==> src/rtl/isa_burst_reader.sv <==
// Instruction-cache refill engine: splits a refill request into DDR read bursts of at most
// MAX_BURST beats and forwards one instruction per beat with a running delivered count.
module isa_burst_reader #(
    parameter int unsigned ISA_WIDTH      = 30,
    parameter int unsigned DDR_ADDR_WIDTH = 28,
    parameter int unsigned DDR_DATA_WIDTH = 32,
    parameter int unsigned MAX_BURST      = 64,
    parameter int unsigned ADDR_STRIDE    = 8,
    parameter int unsigned CNT_WIDTH      = 10
) (
    input  logic                      clk,
    input  logic                      rst,
    input  logic                      ISA_read_req,
    input  logic [DDR_ADDR_WIDTH-1:0] ISA_read_addr,
    input  logic [CNT_WIDTH-1:0]      isa_read_len,
    output logic [ISA_WIDTH-1:0]      instruction_to_cache,
    output logic                      rd_burst_data_valid,
    output logic [CNT_WIDTH-1:0]      rd_cnt_isa,
    output logic                      ddr_rd_req,
    output logic [DDR_ADDR_WIDTH-1:0] ddr_rd_addr,
    output logic [CNT_WIDTH-1:0]      ddr_rd_len,
    input  logic                      ddr_rd_ack,
    input  logic [DDR_DATA_WIDTH-1:0] ddr_rd_data,
    input  logic                      ddr_rd_data_valid,
    input  logic                      ddr_rd_finish
);

    typedef enum logic [2:0] {StIdle, StReq, StRead, StDone, StDrain} state_e;

    localparam logic [CNT_WIDTH-1:0]      MaxBurst = CNT_WIDTH'(MAX_BURST);
    localparam logic [CNT_WIDTH-1:0]      CntOne   = CNT_WIDTH'(1);
    localparam logic [DDR_ADDR_WIDTH-1:0] Stride   = DDR_ADDR_WIDTH'(ADDR_STRIDE);

    state_e                    state_q;
    logic [DDR_ADDR_WIDTH-1:0] addr_q;
    logic [CNT_WIDTH-1:0]      len_q;
    logic [CNT_WIDTH-1:0]      remain_q;
    logic [CNT_WIDTH-1:0]      burst_len_q;
    logic [CNT_WIDTH-1:0]      beat_cnt_q;

    logic [CNT_WIDTH-1:0]      remain_next;
    logic [CNT_WIDTH-1:0]      clip_in;
    logic [CNT_WIDTH-1:0]      clip_next;
    logic [DDR_ADDR_WIDTH-1:0] addr_next;
    logic                      beat_ok;

    always_comb begin
        remain_next = remain_q - burst_len_q;
        addr_next   = addr_q + DDR_ADDR_WIDTH'(burst_len_q) * Stride;
        clip_in     = (isa_read_len > MaxBurst) ? MaxBurst : isa_read_len;
        clip_next   = (remain_next > MaxBurst) ? MaxBurst : remain_next;
        // Beats past the acknowledged burst length are never counted or forwarded.
        beat_ok     = ddr_rd_data_valid && (beat_cnt_q < burst_len_q);
    end

    always_ff @(posedge clk) begin
        if (rst) begin
            state_q              <= StIdle;
            addr_q               <= '0;
            len_q                <= '0;
            remain_q             <= '0;
            burst_len_q          <= '0;
            beat_cnt_q           <= '0;
            instruction_to_cache <= '0;
            rd_burst_data_valid  <= 1'b0;
            rd_cnt_isa           <= '0;
            ddr_rd_req           <= 1'b0;
            ddr_rd_addr          <= '0;
            ddr_rd_len           <= '0;
        end else begin
            rd_burst_data_valid <= 1'b0;
            unique case (state_q)
                StIdle: begin
                    if (ISA_read_req) begin
                        len_q      <= isa_read_len;
                        rd_cnt_isa <= '0;
                        if (isa_read_len != '0) begin
                            addr_q      <= ISA_read_addr;
                            remain_q    <= isa_read_len;
                            ddr_rd_req  <= 1'b1;
                            ddr_rd_addr <= ISA_read_addr;
                            ddr_rd_len  <= clip_in;
                            state_q     <= StReq;
                        end else begin
                            state_q <= StDone;
                        end
                    end
                end
                StReq: begin
                    if (ddr_rd_ack) begin
                        ddr_rd_req  <= 1'b0;
                        burst_len_q <= ddr_rd_len;
                        beat_cnt_q  <= '0;
                        state_q     <= ISA_read_req ? StRead : StDrain;
                    end else if (!ISA_read_req) begin
                        ddr_rd_req <= 1'b0;
                        rd_cnt_isa <= '0;
                        state_q    <= StIdle;
                    end
                end
                StRead: begin
                    if (beat_ok) begin
                        beat_cnt_q <= beat_cnt_q + CntOne;
                    end
                    if (!ISA_read_req) begin
                        // Abort: the rest of this burst is consumed silently.
                        if (ddr_rd_finish) begin
                            rd_cnt_isa <= '0;
                            state_q    <= StIdle;
                        end else begin
                            state_q <= StDrain;
                        end
                    end else begin
                        if (beat_ok) begin
                            rd_burst_data_valid  <= 1'b1;
                            instruction_to_cache <= ddr_rd_data[ISA_WIDTH-1:0];
                            if (rd_cnt_isa < len_q) begin
                                rd_cnt_isa <= rd_cnt_isa + CntOne;
                            end
                        end
                        if (ddr_rd_finish) begin
                            addr_q   <= addr_next;
                            remain_q <= remain_next;
                            if (remain_next != '0) begin
                                ddr_rd_req  <= 1'b1;
                                ddr_rd_addr <= addr_next;
                                ddr_rd_len  <= clip_next;
                                state_q     <= StReq;
                            end else begin
                                state_q <= StDone;
                            end
                        end
                    end
                end
                StDone: begin
                    if (!ISA_read_req) begin
                        rd_cnt_isa <= '0;
                        state_q    <= StIdle;
                    end
                end
                StDrain: begin
                    if (ddr_rd_finish) begin
                        rd_cnt_isa <= '0;
                        state_q    <= StIdle;
                    end
                end
                default: state_q <= StIdle;
            endcase
        end
    end

    if (DDR_DATA_WIDTH > ISA_WIDTH) begin : g_unused_data
        logic unused_data_hi;
        assign unused_data_hi = ^ddr_rd_data[DDR_DATA_WIDTH-1:ISA_WIDTH];
    end

endmodule

==> config.mk <==
export PLATFORM = sky130hd
export DESIGN_NAME = isa_burst_reader
export DESIGN_NICKNAME = d
export VERILOG_FILES = /design/src/rtl/isa_burst_reader.sv
export SDC_FILE = /design/constraint.sdc
export NUM_CORES = 1
export LEC_CHECK = 0
export ABC_AREA = 1
export CAP_MARGIN = 10
export CORE_MARGIN = 3
export CORE_UTILIZATION = 58
export CTS_CLUSTER_DIAMETER = 100
export DETAILED_ROUTE_END_ITERATION = 10
export PLACE_DENSITY = 0.85
export REMOVE_ABC_BUFFERS = 1
export SYNTH_ARGS = -nofsm -noshare
export SYNTH_HDL_FRONTEND = slang
export SYNTH_SLANG_ARGS = --single-unit
==> constraint.sdc <==
create_clock -name clk -period 5.8 [get_ports clk]
set_input_delay 1.16 -clock clk [delete_from_list [all_inputs] [get_ports clk]]
set_output_delay 1.16 -clock clk [all_outputs]
set_load 0.05 [all_outputs]
# Word-level counts from Yosys, hierarchy flattened
# Index checks and enable logic that the tools add are counted.
dict set report totals {
  latch_bits 0
  inputBits 76
  ramBits 0
  rom_bits 0
  regBits 151
  out_inout_bits 80
  wordCells 110
  n_memories 0
}
dict set report op_classes {
  shift 0
  n_bitwise 2
  n_eq_ne 17
  n_div 0
  multipliers 0
  n_reduce_logical 18
  order_cmp 4
  mux 53
  addsub 4
}
# operator n
set op_table {}
lappend op_table {{$mux 10} 20}
lappend op_table {{$mux 28} 7}
lappend op_table {{$pmux 28 s2} 2}
lappend op_table {{$pmux 10 s2} 3}
lappend op_table {{$pmux 10 s5} 1}
lappend op_table {{$add 28x13->28} 1}
lappend op_table {{$mux 3} 8}
lappend op_table {{$add 10x1->10 const B} 2}
lappend op_table {{$gt 10x7->1 const B} 2}
lappend op_table {{$lt 10x10->1} 2}
lappend op_table {{$reduce_bool 10->1} 2}
lappend op_table {{$ne 2x2->1 const B} 9}
lappend op_table {{$pmux 3 s5} 1}
lappend op_table {{$ne 3x3->1 const B} 4}
lappend op_table {{$reduce_and 5->1} 2}
lappend op_table {{$sub 10x10->10} 1}
lappend op_table {{$reduce_and 3->1} 3}
lappend op_table {{$mux 1} 8}
lappend op_table {{$reduce_and 7->1} 1}
lappend op_table {{$eq 3x2->1 const B} 2}
lappend op_table {{$reduce_and 6->1} 1}
lappend op_table {{$reduce_bool 5->1} 1}
lappend op_table {{$mux 2} 2}
lappend op_table {{$reduce_and 2->1} 2}
lappend op_table {{9 further kinds} 11}

# Depth between registers and ports, before layout
# Gate-level depths: netlist of run 1.
dict set report depth {
  depth_word 7
  ltp_mapped 17
  depth_no_buf 16
}

# Worst setup path after synthesis of run 1
# Ideal clock, no wire load.
dict set report synth_path {
  path_type {input to register}
  startpoint {input port isa_read_len[6]}
  endpoint {register remain_q[6]}
  t_required_ns 5.684
  t_arrival_ns 2.325
  setup_slack_ns 3.359
  path_stages 10
  n_path_buf 2
  setup_ns 0.116
  cell_sequence {nor2_1 > nand2_1 > nor2_1 > nand3_1 > nand3_2 > inv_2 > buf_6 > buf_2 > o211ai_1 > inv_1}
}
dict set report synth_via {
  elab_chain_cells 3
  elab_cells_between_ends 6
  cone_classes {eq/ne (1); mux (3); reduce/logical (2)}
}
# item line
set synth_lines {}
lappend synth_lines {{start, declared} 15} ;# input logic [CNT_WIDTH-1:0] isa_read_len,
lappend synth_lines {{$reduce_bool 10->1 or $mux 10 (tied branches)} 77} ;# if (isa_read_len != '0) begin
lappend synth_lines {{$ne 2x2->1 (no source line) or $mux 10 (tied branches)} --}
lappend synth_lines {{$reduce_and 5->1 (no source line) or $pmux 10 s2 (tied branches)} --}
lappend synth_lines {{end signal, assigned} 79} ;# remain_q <= isa_read_len;
lappend synth_lines {{end signal, assigned} 123} ;# remain_q <= remain_next;
lappend synth_lines {{end, declared} 37} ;# logic [CNT_WIDTH-1:0] remain_q;
# Parallel ways exist; a longest one is shown, timed or not. The select of a mux whose other input is x is not followed.
# A chain may end at the register's enable or synchronous reset.

# Final worst setup path of run 1
dict set report layout_path {
  startpoint {input port ISA_read_req}
  endpoint {register ddr_rd_addr[13]}
}
dict set report layout_via {
  elab_chain_cells 2
  elab_cells_between_ends 3
  cone_classes {eq/ne (2); reduce/logical (1)}
}
# item line
set layout_lines {}
lappend layout_lines {{start, declared} 13} ;# input logic ISA_read_req,
lappend layout_lines {{$ne 2x2->1 (no source line)} --}
lappend layout_lines {{$reduce_and 6->1 (no source line) *} --}
lappend layout_lines {{end signal, assigned} 81} ;# ddr_rd_addr <= ISA_read_addr;
lappend layout_lines {{end signal, assigned} 126} ;# ddr_rd_addr <= addr_next;
lappend layout_lines {{end, declared} 20} ;# output logic [DDR_ADDR_WIDTH-1:0] ddr_rd_addr,
# Every way passes the cells marked *; elsewhere a longest branch is shown, timed or not.

==> qor.txt, run 1 <==
PLACE
--------------------------------------------------------------------------------------
Input/output buffers ....................................................          153
Total placed instance area ..............................................   10100 um^2
Gpl congestion ..........................................................        0.895
DP HPWL .................................................................      15.9 mm

CLOCK TREE
--------------------------------------------------------------------------------------
Clk pin slew, worst setup/hold paths ....................................      0.06 ns
Number of sinks driven by the clock tree ................................          151
Number of buffers on the longest clock path .............................            2
Total number of H-tree levels ...........................................            4
Count of buffers added by post-CTS timing repair for setup ..............            0
CTS tree ................................................................         done
Root buffer selected by CTS ............................................. sky130_fd_sc_hd__clkbuf_16
Clock Latency Late Sink .................................................      0.43 ns
Count of hold-fix buffers inserted at cts ...............................            0
Quantity of gates resized following cts .................................            0
Total clock buffers created by CTS ......................................           17

CRITICAL PATH
--------------------------------------------------------------------------------------
Worst R2R Start ......................................................... burst_len_q[9]
R2R setup slack .........................................................      2.68 ns
Worst-path fanout max ...................................................           44
Arrival @ worst endpoint ................................................      4.12 ns
Max incr delay on CP ....................................................      0.83 ns
Cell count of the worst reg-to-reg path .................................            9
Data required time at the worst endpoint ................................      6.12 ns
Critical R2R Capture .................................................... instruction_to_cache[16]
Library cell contributing the largest single delay on the critical path . sky130_fd_sc_hd__clkdlybuf4s50_1
Critical path, cell by cell ............................................. clkdlybuf4s50_1, inv_1, nor2_1, nand3_2, buf_4, inv_2, buf_4, nand3_1, nand2_1, nor2_1
Type of the worst setup path ............................................       in2reg
CP Launch Point ......................................................... ISA_read_req
Type of element capturing the critical path .............................     register
Critical Path Start Type ................................................   input port

DETAILED ROUTING
--------------------------------------------------------------------------------------
Wire length on met2 .....................................................      10.6 mm
DRT antenna net count ...................................................            0
Overall routed net length ...............................................      23.4 mm
Length of routed wiring on met1 .........................................      10.2 mm
Via count of the routed design ..........................................         8818
Detailed-route vias per instance ........................................         5.48
Average wire length per cell after detail routing .......................      14.5 um
Max layer used ..........................................................         met4
DRC violation count after routing .......................................            0
TritonRoute pass-1 iters ................................................            5
Drt first-iter violations ...............................................          804
Detail Route met3 WL ....................................................      2.13 mm

POWER AND IR DROP
--------------------------------------------------------------------------------------
Power density of the placed cells .......................................  282 nW/um^2
Switch Pwr ..............................................................   0.000956 W
Net Sw Frac .............................................................        31.5%
Clock power share .......................................................        38.8%
Sequential share of power ...............................................        38.2%
Static leakage power ....................................................      4.71 nW
Design internal power ...................................................    0.00207 W
Max VDD drop ............................................................     0.205 mV
Logic pwr share .........................................................        23.0%

TIMING
--------------------------------------------------------------------------------------
Number of hold violations in the final report ...........................            0
Number of setup violations in the final report ..........................            0
Maximum frequency from static timing analysis ...........................    0.263 GHz
Slew of the pin with the lowest slew margin .............................      1.01 ns
Remaining max-slew budget at the tightest pin ...........................        32.8%
Period utilization ......................................................        65.5%
Max-slew violation total from the final report ..........................            0
Min Tclk post-route .....................................................      3.80 ns
Final Skew ..............................................................   0.00658 ns
Setup TNS ...............................................................         0 ns
Unrepaired setup endpoints after global routing .........................           no

DIE
--------------------------------------------------------------------------------------
Area of the die .........................................................   16400 um^2
Die Y ...................................................................       128 um
Total core area .........................................................   14200 um^2
Initial cell density of the core ........................................        60.8%
Die Span X ..............................................................       128 um
Number of top-level design ports ........................................          156
Std cell rows ...........................................................           43

GLOBAL ROUTING
--------------------------------------------------------------------------------------
Global-route wire length before repair ..................................      38.9 mm
Maximum number of pins on one net before global-route repair ............           74
Total gr overflow .......................................................            0
Global-route usage over all layers ......................................        29.0%
Via count of the first global-routing pass ..............................         8171
Antenna violations before repair ........................................            0

CELLS AND AREA
--------------------------------------------------------------------------------------
Count of fill cells added during filler insertion .......................         1154
Area Overhead vs Synth ..................................................        24.4%
Number of diodes ........................................................            0
Most used cells in the layout excluding fill and tap cells .............. 296 x sky130_fd_sc_hd__nand2_1, 167 x sky130_fd_sc_hd__inv_1, 153 x sky130_fd_sc_hd__clkdlybuf4s50_1
Final design instance area without fill .................................   10700 um^2
Final net count .........................................................         1534
Leading cell type in the layout, fill and taps excluded ................. sky130_fd_sc_hd__nand2_1
Proportion of layout cells with a drive suffix above 1 ..................        4.69%

YOSYS
--------------------------------------------------------------------------------------
Most used DFF post-synth ................................................ sky130_fd_sc_hd__dfxtp_1
Number of enable-type register cells in the synthesized netlist .........            0
Instance count of the mapped netlist ....................................         1298
Warnings from Yosys .....................................................            0
Flip-flop and latch count after synthesis ...............................          151
Combined area of all synthesized cells ..................................    8640 um^2
Async S/R FF share, synth ...............................................           0%
Register area share after synthesis .....................................        35.0%
Average cell area after synthesis .......................................    6.66 um^2
Unique masters post-synth ...............................................           50

FLOW RUN
--------------------------------------------------------------------------------------
Max-capacitance violation count .........................................            0

WORST HOLD PATH
--------------------------------------------------------------------------------------
Worst-case hold path end point .......................................... instruction_to_cache[5]
Type of the tightest min-delay check ....................................      reg2reg
Hold path cells .........................................................            2
Hold path startpoint .................................................... instruction_to_cache[5]

RUN STATUS
--------------------------------------------------------------------------------------
Outcome ................................................................. finished clean

[logic make-up (layout without fill, tap and decap cells)]
family,Yosys count,count (layout),synth area share (%)
compound gates,293,293,18.5
xor+xnor,13,13,1.32
fa+ha+maj,41,41,6.11
buf+inv,232,364,11.2
flops,151,151,35.0
mux,1,1,0.116
simple gates,567,567,27.8
[area by class of cell]
class                           instances  area (um^2)  area share [%]
Tap cell                              180          225            2.10
Clock buffer                           23          478            4.45
Multi-Input combinational cell        915         4660            43.4
Clock inverter                          9          139            1.29
Inverter                              174          653            6.08
Timing Repair Buffer                  158         1570            14.6
Sequential cell                       151         3020            28.1
[per-stage QoR]
step / hold WS, ns / setup WS, ns / std cells / util (%) / power, W
after floorplan: 0.435 / 2.57 / 1240 / - / 0.00164
after global routing: 0.459 / 1.80 / 1610 / 75.7 / 0.00317
after detailed placement: 0.436 / 1.66 / 1578 / 71.3 / 0.00187
after CTS: 0.446 / 2.08 / 1610 / 75.7 / 0.00303
after global placement: 0.430 / 1.68 / 1578 / 71.3 / 0.00185
final: 0.443 / 2.00 / 1610 / 75.7 / 0.00303
[cells in the mapped netlist, types with 2 or more instances]
cell                       number  share of area (%)
sky130_fd_sc_hd__nand2_1      296                 13
sky130_fd_sc_hd__inv_1        168                7.3
sky130_fd_sc_hd__dfxtp_1      151                 35
sky130_fd_sc_hd__a21oi_1      145                8.4
sky130_fd_sc_hd__nor2_1       123                5.3
sky130_fd_sc_hd__nand3_1      108                6.3
sky130_fd_sc_hd__o21ai_0      102                5.9
sky130_fd_sc_hd__ha_1          39                5.6
sky130_fd_sc_hd__clkbuf_1      29                1.3
sky130_fd_sc_hd__buf_2         17               0.98
sky130_fd_sc_hd__nand4_1       13               0.94
sky130_fd_sc_hd__a31oi_1       10               0.72
sky130_fd_sc_hd__xor2_1         8               0.81
sky130_fd_sc_hd__a211oi_1       7               0.61
sky130_fd_sc_hd__nand2_2        7               0.51
sky130_fd_sc_hd__inv_2          6               0.26
sky130_fd_sc_hd__a21oi_2        5               0.51
sky130_fd_sc_hd__buf_6          5               0.65
sky130_fd_sc_hd__nor3_1         5               0.29
sky130_fd_sc_hd__o211ai_1       5               0.43
sky130_fd_sc_hd__xnor2_1        5               0.51
sky130_fd_sc_hd__a22oi_1        4               0.35
sky130_fd_sc_hd__o21a_1         4               0.35
sky130_fd_sc_hd__buf_1          3               0.13
sky130_fd_sc_hd__buf_4          2               0.17
sky130_fd_sc_hd__fa_1           2               0.46
sky130_fd_sc_hd__nor2_2         2               0.14
sky130_fd_sc_hd__nor3b_1        2               0.17
sky130_fd_sc_hd__o21ai_2        2               0.20
sky130_fd_sc_hd__o22ai_1        2               0.14
sky130_fd_sc_hd__or2_2          2               0.14
[layer usage]
metal | global-route usage, % | vias up
met1 | 37.7 | 3977
li1 | - | 4473
met3 | 8.63 | 32
met5 | 0 | -
met4 | 9.05 | 0
met2 | 46.5 | 336
[state kept, by name (all words and copies together) (netlist names), 3 cells and up]
register	cells
state_q	3
burst_len_q	10
addr_q	28
ddr_rd_addr	28
ddr_rd_len	10
remain_q	10
rd_cnt_isa	10
instruction_to_cache	30
beat_cnt_q	10
len_q	10
[power groups by stage]
| stage | clock (W) | combinational, W | sequential (W) |
|---|---|---|---|
| 2_1_floorplan | 0 | 0.000378 | 0.00127 |
| 3_3_place_gp | 0 | 0.000673 | 0.00118 |
| 3_5_place_dp | 0 | 0.000686 | 0.00118 |
| 4_1_cts | 0.00118 | 0.000693 | 0.00116 |
| 5_1_grt | 0.00122 | 0.000779 | 0.00117 |
| 6_report | 0.00117 | 0.000697 | 0.00116 |
[worst max path at each step]
stage                                   end  slack [ns]  cells after the start
floorplan           instruction_to_cache[0]        2.57                      6
global placement             ddr_rd_addr[9]        1.68                     10
detailed placement               addr_q[27]        1.66                      9
CTS                         ddr_rd_addr[13]        2.08                     10
global route                     addr_q[27]        1.80                      9
finish                      ddr_rd_addr[13]        2.00                     10
[worst max-delay path: cells and delay by family]
| kind | cells | cell delay [ns] |
|---|---|---|
| buf+inv | 5 | 2.35 |
| simple gates | 5 | 0.58 |
Power figures use the tool's default switching activity.
==> run 2: changes to the inputs <==
--- a/config.mk
+++ b/config.mk
@@ -8,10 +8,10 @@
 export ABC_AREA = 1
 export CAP_MARGIN = 10
 export CORE_MARGIN = 3
-export CORE_UTILIZATION = 58
+export CORE_UTILIZATION = 48
 export CTS_CLUSTER_DIAMETER = 100
 export DETAILED_ROUTE_END_ITERATION = 10
-export PLACE_DENSITY = 0.85
+export PLACE_DENSITY = 0.75
 export REMOVE_ABC_BUFFERS = 1
 export SYNTH_ARGS = -nofsm -noshare
 export SYNTH_HDL_FRONTEND = slang
==> constraint.sdc (replaced) <==
create_clock -name clk -period 3.18 [get_ports clk]
set_input_delay 0.636 -clock clk [delete_from_list [all_inputs] [get_ports clk]]
set_output_delay 0.636 -clock clk [all_outputs]
set_load 0.05 [all_outputs]
==> run 2 against run 1 <==
  * Power is 79% higher
  * Via count is 0.56% lower
  * Global-route usage is 5.6 points lower
  * Wire length is 1.0% lower
  * Register-to-register slack worse by 2.2 ns
  * Final area is 1.4% higher
  * Sequential cell count stayed put
  * First-iteration DRC count is 32% lower
  * Hold slack worse by 0.00076 ns
  * Clock power is 74% higher
  * Combinational power is 85% higher
  * Highest routed layer unchanged
==> qor.txt, run 2 (synthesis gave the netlist of run 1 again) <==
CELLS AND AREA
----------------------------------------------------------------------------------
Flip-flop count of the largest register, all copies and words added .           30   unchanged
Area Overhead vs Synth ..............................................        26.2%
Count of fill cells added during filler insertion ...................         1646   +43%
Final design instance area without fill .............................   10900 um^2   +1.4%
Most used cells in the layout excluding fill and tap cells .......... 296 x sky130_fd_sc_hd__nand2_1, 167 x sky130_fd_sc_hd__inv_1, 153 x sky130_fd_sc_hd__clkdlybuf4s50_1
Final net count .....................................................         1549   +0.98%
Multi-input gate area ...............................................    4660 um^2   unchanged
Number of diodes ....................................................            0   unchanged
Largest registers in the final layout ............................... instruction_to_cache x30, addr_q x28, ddr_rd_addr x28
Reg with most FFs ................................................... instruction_to_cache
Sequential standard cell area .......................................    3020 um^2   unchanged
Final non-filler cell total .........................................         1670   +3.7%
Proportion of layout cells with a drive suffix above 1 ..............        5.88%   +1.2 points
Leading cell type in the layout, fill and taps excluded ............. sky130_fd_sc_hd__nand2_1

CLOCK TREE
----------------------------------------------------------------------------------
Count of buffers added by post-CTS timing repair for setup ..........            0   unchanged
Total number of H-tree levels .......................................            4   unchanged
CTS tree ............................................................         done
Clock Latency Late Sink .............................................      0.43 ns   about the same
Number of buffers on the longest clock path .........................            2   unchanged
Quantity of gates resized following cts .............................            0   unchanged
Root buffer selected by CTS ......................................... sky130_fd_sc_hd__clkbuf_16
Count of hold-fix buffers inserted at cts ...........................            0   unchanged
Clk pin slew, worst setup/hold paths ................................      0.07 ns   about the same
Total clock buffers created by CTS ..................................           17   unchanged
Number of sinks driven by the clock tree ............................          151   unchanged

CRITICAL PATH
----------------------------------------------------------------------------------
Type of element capturing the critical path .........................     register
Arrival @ worst endpoint ............................................      3.02 ns   -1.10 ns
Data required time at the worst endpoint ............................      3.50 ns   -2.62 ns
Type of the worst setup path ........................................      reg2reg
Worst-path fanout max ...............................................           23   -48%
Critical Path Start Type ............................................     register

DIE
----------------------------------------------------------------------------------
Die Y ...............................................................       140 um   +9.5%
Die Span X ..........................................................       140 um   +9.5%
Area of the die .....................................................   19600 um^2   +20%
Std cell rows .......................................................           48   +12%
Initial cell density of the core ....................................        49.4%   -11 points
Total core area .....................................................   17500 um^2   +23%
Number of top-level design ports ....................................          156   unchanged

DETAILED ROUTING
----------------------------------------------------------------------------------
Overall routed net length ...........................................      23.1 mm   -1.0%
Via count of the routed design ......................................         8769   -0.56%
TritonRoute pass-1 iters ............................................            6   +1
Drt first-iter violations ...........................................          546   -32%
DRT antenna net count ...............................................            0   unchanged
Detailed-route vias per instance ....................................         5.25   -4.1%
Average wire length per cell after detail routing ...................      13.8 um   -4.6%
DRC violation count after routing ...................................            0   unchanged

POWER AND IR DROP
----------------------------------------------------------------------------------
Clock power share ...................................................        37.3%   -1.5 points
Sequential share of power ...........................................        38.9%   +0.7 points
Switch Pwr ..........................................................    0.00182 W   +91%
Logic pwr share .....................................................        23.7%   +0.7 points
Design internal power ...............................................    0.00360 W   +74%
Net Sw Frac .........................................................        33.6%   +2.0 points
Max VDD drop ........................................................     0.387 mV   +89%
Power density of the placed cells ...................................  498 nW/um^2   +76%
Static leakage power ................................................      4.78 nW   +1.4%

WORST HOLD PATH
----------------------------------------------------------------------------------
Type of the tightest min-delay check ................................      reg2reg

TIMING
----------------------------------------------------------------------------------
Min Tclk post-route .................................................      2.70 ns
Remaining max-slew budget at the tightest pin .......................        54.9%   +22 points
Slew of the pin with the lowest slew margin .........................     0.676 ns   -0.332 ns
Maximum frequency from static timing analysis .......................    0.370 GHz
Max-slew violation total from the final report ......................            0   unchanged
Number of setup violations in the final report ......................            0   unchanged
Number of hold violations in the final report .......................            0   unchanged
Final Skew ..........................................................   0.00958 ns   +0.00300 ns
Period utilization ..................................................        84.9%
Unrepaired setup endpoints after global routing .....................           no

GLOBAL ROUTING
----------------------------------------------------------------------------------
Antenna violations before repair ....................................            0   unchanged
Maximum number of pins on one net before global-route repair ........           62   -16%
Via count of the first global-routing pass ..........................         8000   -2.1%
Total gr overflow ...................................................            0   unchanged
Global-route wire length before repair ..............................      38.3 mm   -1.6%
Global-route usage over all layers ..................................        23.4%   -5.6 points

RUN STATUS
----------------------------------------------------------------------------------
Outcome ............................................................. finished clean

PLACE
----------------------------------------------------------------------------------
Total placed instance area ..........................................   10300 um^2   +1.9%
Input/output buffers ................................................          153   unchanged
Placed Instances ....................................................         1638   +3.8%
DP HPWL .............................................................      16.6 mm   +4.4%
Gpl congestion ......................................................        0.869   -2.9%

FLOW RUN
----------------------------------------------------------------------------------
Max-capacitance violation count .....................................            0   unchanged

run 2: cell types whose count changed in the layout (fill, tap and decap cells not counted):
cell,previous run,this run
sky130_fd_sc_hd__inv_6,3,7
sky130_fd_sc_hd__buf_4,5,18
sky130_fd_sc_hd__buf_12,0,2
sky130_fd_sc_hd__clkbuf_8,3,0
sky130_fd_sc_hd__clkinv_2,1,2
sky130_fd_sc_hd__clkbuf_1,3,0
sky130_fd_sc_hd__inv_8,0,3
sky130_fd_sc_hd__bufinv_16,3,1
run 2: metal layers:
layer / vias up / track usage, % / part of all wire (%)
met2: 287 / 36.3 / 44
met4: 0 / 8.62 / 2.3
met3: 36 / 5.36 / 7.5
met1: 3946 / 32.0 / 46
li1: 4500 / - / -
met5: - / 0 / 0
run 2: per-stage QoR:
step | power (W) | utilization (%) | TNS, ns | hold slack [ns] | worst slack (ns)
floorplan | 0.00300 | - | -1.62 | 0.435 | -0.0540
global route | 0.00569 | 62.4 | 0 | 0.463 | 0.263
global placement | 0.00341 | 59.1 | 0 | 0.429 | 0.506
finish | 0.00543 | 62.4 | 0 | 0.442 | 0.480
CTS | 0.00545 | 62.4 | 0 | 0.444 | 0.512
detailed placement | 0.00343 | 59.1 | 0 | 0.434 | 0.453
run 2: path summary, 6_finish.rpt:
kind	start	to	slack (ns)	cells past startpoint
worst max-delay path	burst_len_q[0]	ddr_rd_len[0]	0.48	15
worst min-delay path	instruction_to_cache[22]	instruction_to_cache[22]	0.44	2
worst max register to register	burst_len_q[0]	ddr_rd_len[0]	0.48	15
worst min register to register	instruction_to_cache[22]	instruction_to_cache[22]	0.44	2
run 2: cell type report:
type / instances / area share, %
Multi-Input combinational cell: 915 / 42.7
Tap cell: 225 / 2.58
Clock buffer: 17 / 3.90
Timing Repair Buffer: 173 / 15.7
Clock inverter: 15 / 1.40
Sequential cell: 151 / 27.7
Inverter: 174 / 5.99
run 2: power groups by stage:
stage,clock (W),sequential [W],combinational [W]
2_1_floorplan,0,0.00231,0.000689
3_3_place_gp,0,0.00215,0.00126
3_5_place_dp,0,0.00215,0.00128
4_1_cts,0.00205,0.00211,0.00128
5_1_grt,0.00212,0.00213,0.00144
6_report,0.00203,0.00211,0.00129
run 2: worst max-delay path: stages, from the launching register on:
cell	delay, ns
sky130_fd_sc_hd__dfxtp_1	0.36
sky130_fd_sc_hd__ha_1	0.23
sky130_fd_sc_hd__fa_1	0.39
sky130_fd_sc_hd__inv_1	0.13
sky130_fd_sc_hd__nand2_1	0.08
sky130_fd_sc_hd__nand2_1	0.10
sky130_fd_sc_hd__nand2_1	0.08
sky130_fd_sc_hd__nand2_1	0.06
sky130_fd_sc_hd__nand2_1	0.05
sky130_fd_sc_hd__nand2_1	0.11
sky130_fd_sc_hd__nor2_4	0.07
sky130_fd_sc_hd__nand3_4	0.22
sky130_fd_sc_hd__buf_4	0.35
sky130_fd_sc_hd__nand3_1	0.13
sky130_fd_sc_hd__nor2_1	0.16
sky130_fd_sc_hd__nor2_1	0.06
==> run 3: changes to the inputs <==
--- a/config.mk
+++ b/config.mk
@@ -8,10 +8,10 @@
 export ABC_AREA = 1
 export CAP_MARGIN = 10
 export CORE_MARGIN = 3
-export CORE_UTILIZATION = 48
+export CORE_UTILIZATION = 53
 export CTS_CLUSTER_DIAMETER = 100
 export DETAILED_ROUTE_END_ITERATION = 10
-export PLACE_DENSITY = 0.75
+export PLACE_DENSITY = 0.78
 export REMOVE_ABC_BUFFERS = 1
 export SYNTH_ARGS = -nofsm -noshare
 export SYNTH_HDL_FRONTEND = slang
==> constraint.sdc (replaced) <==
create_clock -name clk -period 2.7 [get_ports clk]
set_input_delay 0.54 -clock clk [delete_from_list [all_inputs] [get_ports clk]]
set_output_delay 0.54 -clock clk [all_outputs]
set_load 0.05 [all_outputs]
==> run 3 against run 2 <==
  * First-iteration DRC count shrank 10%
  * Critical endpoint is now rd_cnt_isa[0]
  * Power grew 18%
  * Sequential cell count is the same
  * Largest power group unchanged
  * Maximum frequency grew 10%
==> qor.txt, run 3 (synthesis gave the netlist of run 1 again) <==
GLOBAL ROUTING
----------------------------------------------------------------------------------
Antenna violations before repair ....................................            0   unchanged
Global-route wire length before repair ..............................      38.2 mm   -0.23%
Maximum number of pins on one net before global-route repair ........           84   +35%
Total gr overflow ...................................................            0   unchanged
Via count of the first global-routing pass ..........................         7920   -1.0%
Global-route usage over all layers ..................................        26.0%   +2.6 points

DETAILED ROUTING
----------------------------------------------------------------------------------
Overall routed net length ...........................................      23.4 mm   +1.1%
DRT antenna net count ...............................................            0   unchanged
Via count of the routed design ......................................         8829   +0.68%
Drt first-iter violations ...........................................          490   -10%
Detailed-route vias per instance ....................................         5.29   +0.74%
TritonRoute pass-1 iters ............................................            7   +1
DRC violation count after routing ...................................            0   unchanged
Average wire length per cell after detail routing ...................      14.0 um   +1.1%

CLOCK TREE
----------------------------------------------------------------------------------
Number of sinks driven by the clock tree ............................          151   unchanged
CTS tree ............................................................         done
Root buffer selected by CTS ......................................... sky130_fd_sc_hd__clkbuf_16
Number of buffers on the longest clock path .........................            2   unchanged
Total clock buffers created by CTS ..................................           17   unchanged
Clock Latency Late Sink .............................................      0.43 ns   about the same
Total number of H-tree levels .......................................            4   unchanged
Clk pin slew, worst setup/hold paths ................................      0.06 ns   about the same
Count of hold-fix buffers inserted at cts ...........................            0   unchanged

CELLS AND AREA
----------------------------------------------------------------------------------
Number of diodes ....................................................            0   unchanged
Flip-flop count of the largest register, all copies and words added .           30   unchanged
Area Overhead vs Synth ..............................................        27.5%
Count of fill cells added during filler insertion ...................         1417   -14%
Util after Layout ...................................................        69.1%   +6.7 points
Most used cells in the layout excluding fill and tap cells .......... 296 x sky130_fd_sc_hd__nand2_1, 167 x sky130_fd_sc_hd__inv_1, 153 x sky130_fd_sc_hd__clkdlybuf4s50_1
Proportion of layout cells with a drive suffix above 1 ..............        6.40%   +0.52 points
Final net count .....................................................         1557   +0.52%
Leading cell type in the layout, fill and taps excluded ............. sky130_fd_sc_hd__nand2_1
Largest registers in the final layout ............................... instruction_to_cache x30, addr_q x28, ddr_rd_addr x28
Reg with most FFs ................................................... instruction_to_cache

TIMING
----------------------------------------------------------------------------------
Setup TNS ...........................................................         0 ns   unchanged
Post-route worst hold slack .........................................     0.441 ns   -0.000574 ns
Max-slew violation total from the final report ......................            0   unchanged
Remaining max-slew budget at the tightest pin .......................        63.2%   +8.3 points
Final Skew ..........................................................    0.0103 ns   +0.000764 ns
Unrepaired setup endpoints after global routing .....................           no
Number of hold violations in the final report .......................            0   unchanged
Min Tclk post-route .................................................      2.45 ns   -0.249 ns
Worst-case setup margin in the final layout .........................     0.249 ns   -0.231 ns
Slew of the pin with the lowest slew margin .........................     0.550 ns   -0.126 ns
Period utilization ..................................................        90.8%   +5.9 points
Number of setup violations in the final report ......................            0   unchanged
Maximum frequency from static timing analysis .......................    0.408 GHz   +10%

DIE
----------------------------------------------------------------------------------
Initial cell density of the core ....................................        54.2%   +4.8 points
Die Span X ..........................................................       134 um   -4.6%
Total core area .....................................................   15900 um^2   -8.8%
Area of the die .....................................................   17900 um^2   -9.0%
Number of top-level design ports ....................................          156   unchanged
Std cell rows .......................................................           46   -4.2%
Die Y ...............................................................       134 um   -4.6%

CRITICAL PATH
----------------------------------------------------------------------------------
Type of element capturing the critical path .........................     register
Data required time at the worst endpoint ............................      2.99 ns   -0.51 ns
Worst-path fanout max ...............................................           16   -30%
Arrival @ worst endpoint ............................................      2.74 ns   -0.28 ns
Critical Path Start Type ............................................     register
Type of the worst setup path ........................................      reg2reg

POWER AND IR DROP
----------------------------------------------------------------------------------
Design internal power ...............................................    0.00430 W   +19%
Sequential share of power ...........................................        38.9%   about the same
Net Sw Frac .........................................................        33.0%   -0.57 points
Switch Pwr ..........................................................    0.00212 W   +16%
Power density of the placed cells ...................................  582 nW/um^2   +17%
Logic pwr share .....................................................        23.9%   +0.2 points
Clock power share ...................................................        37.2%   about the same
Total power .........................................................    0.00641 W   +18%
Static leakage power ................................................      4.84 nW   +1.2%
Max VDD drop ........................................................     0.461 mV   +19%

PLACE
----------------------------------------------------------------------------------
Gpl congestion ......................................................        0.903   +3.8%
DP HPWL .............................................................      16.8 mm   +1.0%
Pre-CTS setup slack .................................................     0.197 ns   -0.257 ns
Input/output buffers ................................................          153   unchanged

WORST HOLD PATH
----------------------------------------------------------------------------------
Type of the tightest min-delay check ................................      reg2reg

FLOW RUN
----------------------------------------------------------------------------------
Max-capacitance violation count .....................................            0   unchanged

RUN STATUS
----------------------------------------------------------------------------------
Outcome ............................................................. finished clean

==> run 3: changes by cell type in the layout (fill, tap and decap cells not counted) <==
cell	previous run	this run
sky130_fd_sc_hd__inv_8	3	1
sky130_fd_sc_hd__buf_4	18	22
sky130_fd_sc_hd__buf_12	2	6
sky130_fd_sc_hd__inv_6	7	5
sky130_fd_sc_hd__clkbuf_8	0	2
sky130_fd_sc_hd__clkinv_4	2	5
sky130_fd_sc_hd__clkinv_2	2	0
sky130_fd_sc_hd__clkinvlp_4	0	1
==> run 3: layer usage <==
metal  part of all wire, %  GRT usage [%]  routed length, um  vias up
li1                      -              -                  -     4515
met1                    45           34.4              10500     3988
met2                    45           41.5              10500      294
met3                   7.8           7.06               1810       32
met4                   1.9           8.51                450        0
met5                     0              0                  0        -
==> run 3: final cells by class <==
type | instances | area (um^2) | area share [%]
clock buffers | 19 | 453 | 4.11
clock inverters | 13 | 136 | 1.24
inverters | 174 | 653 | 5.93
multi-input cells | 915 | 4660 | 42.3
flip-flops and latches | 151 | 3020 | 27.4
well taps | 216 | 270 | 2.45
repair buffers | 181 | 1820 | 16.5
==> run 3: what timing repair did <==
| item | CTS | global route |
|---|---|---|
| endpoints found under the setup margin | 0 | 9 |
| setup buffers | 0 | 1 |
| gates resized for setup | 0 | 0 |
==> run 3: worst paths after layout <==
| path | slack (ns) | from | to | cells after the start |
|---|---|---|---|---|
| setup / recovery | 0.25 | burst_len_q[9] | rd_cnt_isa[0] | 11 |
| hold / removal | 0.44 | instruction_to_cache[18] | instruction_to_cache[18] | 2 |
| setup reg to reg | 0.25 | burst_len_q[9] | rd_cnt_isa[0] | 11 |
| hold reg to reg | 0.44 | instruction_to_cache[18] | instruction_to_cache[18] | 2 |
==> run 3: through the flow <==
stage | cells | area, um^2
detailed placement | 1636 | 10400
global placement | 1636 | 10400
global route | 1669 | 11000
CTS | 1668 | 11000
finish | 1669 | 11000
floorplan | 1240 | 8330
==> run 3: critical path, cell delays in order, from the launching register on <==
cell	delay (ns)
sky130_fd_sc_hd__dfxtp_1	0.41
sky130_fd_sc_hd__inv_1	0.09
sky130_fd_sc_hd__ha_1	0.31
sky130_fd_sc_hd__a21oi_1	0.16
sky130_fd_sc_hd__o21a_1	0.15
sky130_fd_sc_hd__nand3_1	0.08
sky130_fd_sc_hd__nor2_1	0.31
sky130_fd_sc_hd__nand3_1	0.18
sky130_fd_sc_hd__nand2_2	0.27
sky130_fd_sc_hd__nand2_1	0.19
sky130_fd_sc_hd__nand2_1	0.10
sky130_fd_sc_hd__a21oi_1	0.06
==> run 3: power groups by stage <==
| stage | sequential (W) | combinational (W) | clock [W] |
|---|---|---|---|
| 3_5_place_dp | 0.00254 | 0.00152 | 0 |
| 5_1_grt | 0.00251 | 0.00170 | 0.00251 |
| 4_1_cts | 0.00249 | 0.00153 | 0.00242 |
| 3_3_place_gp | 0.00253 | 0.00149 | 0 |
| 6_report | 0.00249 | 0.00153 | 0.00239 |
| 2_1_floorplan | 0.00272 | 0.000811 | 0 |
